File: src/rtl/commit_trace_buffer_pkg.sv
// Shared record layout for the commit trace buffer: field widths, bit offsets
// inside a packed record, and the saturating drop-counter helper.
package commit_trace_buffer_pkg;

  localparam int TR_PC_W  = 32;
  localparam int TR_REG_W = 5;
  localparam int TR_VAL_W = 32;
  localparam int DROP_W   = 16;

  // Record is packed LSB-first as {seq, pc, ena, reg, value}
  localparam int TR_VAL_LSB = 0;
  localparam int TR_REG_LSB = TR_VAL_LSB + TR_VAL_W;
  localparam int TR_ENA_LSB = TR_REG_LSB + TR_REG_W;
  localparam int TR_PC_LSB  = TR_ENA_LSB + 1;
  localparam int TR_SEQ_LSB = TR_PC_LSB + TR_PC_W;

  function automatic logic [DROP_W-1:0] sat_inc(input logic [DROP_W-1:0] v);
    return (&v) ? v : v + 1'b1;
  endfunction

endpackage

File: src/rtl/commit_trace_buffer_fifo.sv
// First-word-fall-through synchronous FIFO with wrap-bit pointers; a push
// while full is accepted only when a pop frees the head slot on the same edge.
module trace_sync_fifo #(
  parameter int WIDTH = 8,
  parameter int DEPTH = 16
) (
  input  logic             clk,
  input  logic             rst,
  input  logic             clr,
  input  logic             push,
  input  logic [WIDTH-1:0] wdata,
  input  logic             pop,
  output logic [WIDTH-1:0] rdata,
  output logic             full,
  output logic             empty
);
  localparam int AW = $clog2(DEPTH);

  logic [AW:0]      wr_ptr;
  logic [AW:0]      rd_ptr;
  logic [WIDTH-1:0] mem [DEPTH];
  logic             do_push;
  logic             do_pop;

  assign empty   = (wr_ptr == rd_ptr);
  assign full    = (wr_ptr[AW] != rd_ptr[AW]) && (wr_ptr[AW-1:0] == rd_ptr[AW-1:0]);
  assign do_pop  = pop && !empty;
  assign do_push = push && (!full || pop);
  assign rdata   = mem[rd_ptr[AW-1:0]];

  // Storage is reset as well so the head reads as zero out of reset
  always_ff @(posedge clk or posedge rst) begin
    if (rst) begin
      wr_ptr <= '0;
      rd_ptr <= '0;
      for (int i = 0; i < DEPTH; i++) mem[i] <= '0;
    end else if (clr) begin
      wr_ptr <= '0;
      rd_ptr <= '0;
    end else begin
      if (do_push) begin
        mem[wr_ptr[AW-1:0]] <= wdata;
        wr_ptr              <= wr_ptr + 1'b1;
      end
      if (do_pop) rd_ptr <= rd_ptr + 1'b1;
    end
  end

endmodule

File: src/rtl/commit_trace_buffer.sv
// Buffers one record per retired instruction from the WB debug outputs and
// drains them over valid/ready; drops are visible via seq gaps, flag and count.
module commit_trace_buffer
  import commit_trace_buffer_pkg::*;
#(
  parameter int DEPTH = 16,
  parameter int SEQ_W = 16
) (
  input  logic                clk,
  input  logic                rst,
  input  logic                clr,
  input  logic                wb_have_inst,
  input  logic [TR_PC_W-1:0]  wb_pc,
  input  logic                wb_ena,
  input  logic [TR_REG_W-1:0] wb_reg,
  input  logic [TR_VAL_W-1:0] wb_value,
  output logic                trace_valid,
  input  logic                trace_ready,
  output logic [SEQ_W-1:0]    trace_seq,
  output logic [TR_PC_W-1:0]  trace_pc,
  output logic                trace_ena,
  output logic [TR_REG_W-1:0] trace_reg,
  output logic [TR_VAL_W-1:0] trace_value,
  output logic                full,
  output logic                overflow,
  output logic [DROP_W-1:0]   drop_cnt
);
  localparam int REC_W = TR_SEQ_LSB + SEQ_W;

  logic [SEQ_W-1:0] seq;
  logic             eff_ena;
  logic             push_try;
  logic             drop;
  logic             fifo_empty;
  logic [REC_W-1:0] wdata;
  logic [REC_W-1:0] rdata;

  assign eff_ena  = wb_ena && (wb_reg != '0);
  assign push_try = wb_have_inst && !clr;
  // When full the head is valid, so a pop happens exactly when ready is high
  assign drop     = push_try && full && !trace_ready;

  assign wdata = {seq, wb_pc, eff_ena,
                  eff_ena ? wb_reg : {TR_REG_W{1'b0}},
                  eff_ena ? wb_value : {TR_VAL_W{1'b0}}};

  trace_sync_fifo #(
    .WIDTH (REC_W),
    .DEPTH (DEPTH)
  ) u_fifo (
    .clk   (clk),
    .rst   (rst),
    .clr   (clr),
    .push  (push_try),
    .wdata (wdata),
    .pop   (trace_ready),
    .rdata (rdata),
    .full  (full),
    .empty (fifo_empty)
  );

  assign trace_valid = !fifo_empty;
  assign trace_seq   = rdata[TR_SEQ_LSB +: SEQ_W];
  assign trace_pc    = rdata[TR_PC_LSB  +: TR_PC_W];
  assign trace_ena   = rdata[TR_ENA_LSB];
  assign trace_reg   = rdata[TR_REG_LSB +: TR_REG_W];
  assign trace_value = rdata[TR_VAL_LSB +: TR_VAL_W];

  always_ff @(posedge clk or posedge rst) begin
    if (rst) begin
      seq      <= '0;
      overflow <= 1'b0;
      drop_cnt <= '0;
    end else if (clr) begin
      seq      <= '0;
      overflow <= 1'b0;
      drop_cnt <= '0;
    end else begin
      if (push_try) seq <= seq + 1'b1;
      if (drop) begin
        overflow <= 1'b1;
        drop_cnt <= sat_inc(drop_cnt);
      end
    end
  end

endmodule

File: config.mk
export PLATFORM = sky130hd
export DESIGN_NAME = commit_trace_buffer
export DESIGN_NICKNAME = d
export VERILOG_FILES = /design/src/rtl/commit_trace_buffer_pkg.sv /design/src/rtl/commit_trace_buffer_fifo.sv /design/src/rtl/commit_trace_buffer.sv
export SDC_FILE = /design/constraint.sdc
export NUM_CORES = 2
export LEC_CHECK = 0
export ABC_AREA = 1
export CELL_PAD_IN_SITES_DETAIL_PLACEMENT = 0
export CELL_PAD_IN_SITES_GLOBAL_PLACEMENT = 1
export CORE_ASPECT_RATIO = 0.75
export CORE_MARGIN = 4
export CORE_UTILIZATION = 43
export CTS_CLUSTER_DIAMETER = 40
export DETAILED_ROUTE_END_ITERATION = 8
export PLACE_DENSITY_LB_ADDON = 0.1
export SLEW_MARGIN = 20
export SYNTH_ARGS = -nofsm -noshare
export SYNTH_HDL_FRONTEND = slang
export SYNTH_SLANG_ARGS = --single-unit
export TNS_END_PERCENT = 100
File: constraint.sdc
create_clock -name clk -period 52.7 [get_ports clk]
set_input_delay 13.175 -clock clk [delete_from_list [all_inputs] [get_ports clk]]
set_output_delay 13.175 -clock clk [all_outputs]
set_load 0.005 [all_outputs]
# Word level (Yosys, flattened, before mapping)
# Index checks and enable logic that the tools add are counted.
# W data, S select, Z words.
[totals] out_inout_bits=105 regBits=1419
[op_classes] n_lt_le_gt_ge=3 n_addsub=4 reduce_logical=21 n_bitwise=3 n_eq_ne=4 n_mux=19
[op_table] op="$bwmux W1376" n=1
[op_table] op="$bmux W86 S4" n=1
[op_table] op="$demux W86 S4" n=1
[op_table] op="$mux W86" n=3
[op_table] op="$mux W16" n=5
[op_table] op="$add A16 B1 Y16 const B" n=2
[op_table] op="$mux W32" n=1
[op_table] op="$mux W5" n=5
[op_table] op="$reduce_and A16 Y1" n=1
[op_table] op="$add A5 B1 Y5 const B" n=2
[op_table] op="$ge A5 B5 Y1 const B" n=2
[op_table] op="$not A4 Y5" n=2
[op_table] op="$logic_and A1 B1 Y1" n=8
[op_table] op="$reduce_bool A2 Y1" n=4
[op_table] op="$eq A5 B5 Y1" n=1
[op_table] op="$lt A5 B1 Y1 const B" n=1
[op_table] op="$reduce_bool A5 Y1" n=1
[op_table] op="$eq A4 B4 Y1" n=1
[op_table] op="$logic_not A1 Y1" n=4
[op_table] op="$reduce_and A2 Y1" n=2
[op_table] op="$mux W1" n=2
[op_table] op="$ne A2 B2 Y1 const B" n=1
[op_table] op="$logic_or A1 B1 Y1" n=1
[op_table] op="$ne A1 B1 Y1" n=1
[op_table] op="$not A1 Y1" n=1

# Depth between registers and ports, before layout
[depth] word_depth=7 ltp_mapped=12

# By module
# Synthesis repeated with hierarchy kept, for this count alone.
[unflattened] hier_cells=8911 hier_area_um2=67519.8
[modules_own_cells] mod="trace_sync_fifo" n_inst=1 cells_per_inst=8565 area_per_inst_um2=65256.3
[modules_own_cells] mod="commit_trace_buffer" n_inst=1 cells_per_inst=346 area_per_inst_um2=2263.4

# Worst setup path after synthesis
# OpenSTA, ideal clock, no wires.
[synth_path] path_kind="reg-to-output" from="register u_fifo.rd_ptr[0]" to="output trace_pc[14]" required_time_ps=39525 n_path_buf=4 t_arrival_ps=1624 slack_ps=37901 stages_incl_launch_ff=10 path_cell_list="dfrtp_1 -> buf_2 -> inv_2 -> buf_2 -> buf_2 -> buf_1 -> nor2_1 -> o211ai_1 -> o211ai_1 -> nand3_1"
[synth_between] elab_chain_len=4
[synth_lines] item="from (decl)" line_no="commit_trace_buffer_fifo.sv:20" source="logic [AW:0] rd_ptr;"
[synth_lines] item="from (signal assigned)" line_no="commit_trace_buffer_fifo.sv:45" source="if (do_pop) rd_ptr <= rd_ptr + 1'b1;"
[synth_lines] item="$not A4 Y5 (not written as such)" line_no="commit_trace_buffer_fifo.sv:29" source="assign rdata = mem[rd_ptr[AW-1:0]];"
[synth_lines] item="$bmux W86 S4" line_no="commit_trace_buffer_fifo.sv:29"
[synth_lines] item="$mux W86 (not written as such) (2 in series)" line_no="commit_trace_buffer_fifo.sv:29"
[synth_lines] item="to (decl)" line_no="commit_trace_buffer.sv:20" source="output logic [TR_PC_W-1:0] trace_pc,"
# Every way passes these cells. The select of a mux whose other input is x is not followed.

# Worst setup path after layout
[layout_path] from="register u_fifo.rd_ptr[0]" to="output trace_seq[8]"
[layout_between] elab_chain_len=4
[layout_lines] item="$not A4 Y5 (not written as such)" line_no="commit_trace_buffer_fifo.sv:29"
[layout_lines] item="$bmux W86 S4" line_no="commit_trace_buffer_fifo.sv:29"
[layout_lines] item="$mux W86 (not written as such) (2 in series)" line_no="commit_trace_buffer_fifo.sv:29"
[layout_lines] item="to (decl)" line_no="commit_trace_buffer.sv:19" source="output logic [SEQ_W-1:0] trace_seq,"
# Every way passes these cells. The select of a mux whose other input is x is not followed.

==> flow_summary.yaml <==
outcome:
  status: "finished, final reports clean"
floorplan:
  dieArea_sq_um: 154000
  placement_rows: 121
  core_sq_um: 146000
  initial_core_util_pct: 43.4
  chip_width_microns: 451
  die_y_microns: 340
  design.portCount: 180
logic_synthesis:
  yosysSeqAreaShare_pct: 56.1
  synthSimpleGateAreaFrac_pct: 17.0
  yosys.area_share.adder_pct: 0.138
  synth_compound_gate_area_share_pct: 20.7
  dominant_combinational_cell_family_by_area_after_synthesis: "compound AO/OA/AOI/OAI gates"
  synthFlopType: "sky130_fd_sc_hd__dfrtp_1"
  synth_common_cells: "sky130_fd_sc_hd__o21ai_0, sky130_fd_sc_hd__nand2_1, sky130_fd_sc_hd__dfrtp_1, sky130_fd_sc_hd__nor2_1, sky130_fd_sc_hd__clkbuf_1"
  number_of_enable_type_register_cells_in_the_synthesized_netlist: 0
  syn-num-nets: 7447
  synth.area.mux_share_pct: 0
  synthesis.area_sq_um: 63300
  synth_area_leader_cell: "sky130_fd_sc_hd__dfrtp_1"
  synthArstFlopShare_pct: 100
  post_synth_num_cell_types: 35
  post-synth-top-count-cell: "sky130_fd_sc_hd__o21ai_0"
  post-synth-top-area-fraction_pct: 56.1
  synth-xor-area-share_pct: 0.180
  synthCells: 7365
  yosys_warnings: 0
  synthTopCellsByArea: "sky130_fd_sc_hd__dfrtp_1, sky130_fd_sc_hd__o21ai_0, sky130_fd_sc_hd__nand2_1"
  postSynthAreaPerCell_sq_um: 8.60
  synth-seq-cells: 1419
routing:
  detail_route.iter0.violations: 5368
  drt_pre_antenna_iters: 8
  detailroute.via_count: 51587
  avgRoutedWirePerCell_microns: 21.3
  drc: 0
  totalWireLength_mm: 197
  detail-route-antenna-nets: 0
  drt-vias-per-instance: 5.58
timing:
  worst_hold_slack_across_all_endpoints_ns: 0.476
  skew_ns: 0.0226
  fmax_mhz: 51.0
  finalSetupViolCount: 0
  tightest_slew_ns: 1.18
  slew_viol_final: 0
  period_minus_slack_ns: 19.62
  report.final.hold_viol_count: 0
  max-slew-margin-rel_pct: 21.4
  setup-tns-final_ns: 0
  period_share_pct: 37.2
  rsz0062_at_grt: "no"
  setup_slack_ns: 33.08
global_routing:
  grt.overflow.total: 0
  grt_met1_use_pct: 37.8
  global_router_s_overall_resource_usage_pct: 25.5
  first_global_vias: 49449
  gr-max-usage-layer: "met2"
  grt_max_degree: 190
  grt_util_met3_pct: 3.23
  grt_antenna_before_repair: 0
  grt_first_pass_wirelength_mm: 310
  grt_util_met2_pct: 39.8
clock_tree:
  worst_setup_hold_path_clk_slew_ns: 0.05
  ctsRootBufferMaster: "sky130_fd_sc_hd__clkbuf_16"
  number_of_cells_upsized_or_downsized_after_cts: 0
  htree_levels: 4
  cts_setup_buffers: 0
  clkLatencyLatePin_ns: 0.80
  cts_tree: "yes"
  clk_path_buf_depth: 3
  cts_buffers: 175
  cts.sink_count: 1419
  cts_hold_buf: 0
worst_setup_path:
  crit_slowest_cell: "sky130_fd_sc_hd__buf_4"
  critical_path_arrival_ns: 6.45
  criticalPathCategory: "flip-flop to primary output"
  endpoint_kind: "primary output"
  critPathRequiredTime_ns: 39.52
  critical_path.max_fanout: 173
  slowest_delay_ns: 0.82
  timing.critical_path.cells: "inv_8 > buf_4 > buf_16 > buf_4 > buf_4 > o21ai_0 > o221ai_1 > nand3_1 > nand3_1 > clkdlybuf4s50_1"
  cp_launch_type: "flip-flop"
  cp_common_cell: "sky130_fd_sc_hd__buf_4"
pwr:
  peakVddDrop_uv: 57.8
  power_mw: 3.37
  leakagePower_nw: 31.2
  cellPowerDensity_nw_per_um2: 47.2
placement:
  globalplace.congestion: 0.753
  place.detailed.hpwl_mm: 101
  dp_slack_ns: 33.84
  dpl.cell_count: 8924
  place.port_buffers: 179
  postPlaceCellArea_sq_um: 64900
min_path:
  min-delay-path-class: "flip-flop to flip-flop"
finish:
  finalNetCount: 7218
  fin_util_pct: 48.9
  layoutNonFillerInstCount: 9250
  antennaDiodeCount: 0
  fin_area_sq_um: 71300
  drive_gt1_share_pct: 5.78
  layout-area-overhead-vs-synth_pct: 12.6
  num-fill-cells: 14181
job:
  drv.max_cap_violation_count: 0
==> path summary, 6_finish.rpt <==
check / to / slack [ns] / depth (start not counted) / from
hold reg to reg: u_fifo.mem[925] / 0.48 / 2 / u_fifo.mem[925]
setup reg to reg: u_fifo.mem[369] / 46.71 / 10 / u_fifo.rd_ptr[0]
setup / recovery: trace_seq[8] / 33.08 / 10 / u_fifo.rd_ptr[0]
hold / removal: u_fifo.mem[925] / 0.48 / 2 / u_fifo.mem[925]
min in group asynchronous: u_fifo.mem[1174] / 12.78 / 2 / rst
max in group asynchronous: u_fifo.mem[1200] / 35.30 / 7 / rst
==> layout by cell type (no fill, tap or decap), types with 44 or more instances in the layout <==
cell                              count
sky130_fd_sc_hd__buf_4               72
sky130_fd_sc_hd__clkbuf_16          184
sky130_fd_sc_hd__clkdlybuf4s50_1    179
sky130_fd_sc_hd__dfrtp_1           1416
sky130_fd_sc_hd__inv_1               72
sky130_fd_sc_hd__nand2_1           1672
sky130_fd_sc_hd__nand3_1            188
sky130_fd_sc_hd__nor2_1             788
sky130_fd_sc_hd__o211ai_1            44
sky130_fd_sc_hd__o21ai_0           1782
sky130_fd_sc_hd__o21ai_1            325
sky130_fd_sc_hd__o221ai_1           128
sky130_fd_sc_hd__o22ai_1            172
==> flip-flops by register name, indices dropped and copies added, names as in the netlist <==
register and flops:
u_fifo.mem 1376, drop_cnt 16, u_fifo.wr_ptr 5, seq 16
overflow 1, u_fifo.rd_ptr 5
==> logic make-up (layout without fill, tap and decap cells) <==
kind of cell | Yosys count | after routing
xor gates and xnor gates | 13 | 13
buffers and inverters | 751 | 668
DFF | 1419 | 1419
AOI/OAI and AO/OA | 2463 | 2463
and+or+nand+nor | 2712 | 2712
adders and majority gates | 7 | 7
==> power by group <==
| part | internal, mW | switching [mW] |
|---|---|---|
| Combinational | 0.295 | 0.531 |
| Clock | 0.811 | 0.495 |
| Sequential | 1.18 | 0.0554 |
==> critical path: cells and delay by family (launching register included) <==
family	cells	cell delay, ns
and+or+nand+nor	2	0.28
buffers and inverters	6	3.67
DFF	1	0.76
AOI/OAI and AO/OA	2	0.41
==> routing by layer <==
metal	vias to the layer above	share of wire [%]
li1	24479	-
met1	25545	48
met2	1329	45
met3	234	4.8
met4	0	1.8
met5	-	0
==> area by class of cell <==
cell class,instances,area [sq um],share of cell area [%]
well taps,1968,2460,3.45
clock inverters,95,1340,1.87
repair buffers,261,2530,3.55
flip-flops and latches,1419,35500,49.8
multi-input cells,5195,24100,33.8
inverters,84,347,0.486
clock buffers,228,5010,7.02
No activity file was read; power rests on OpenSTA's default activity.
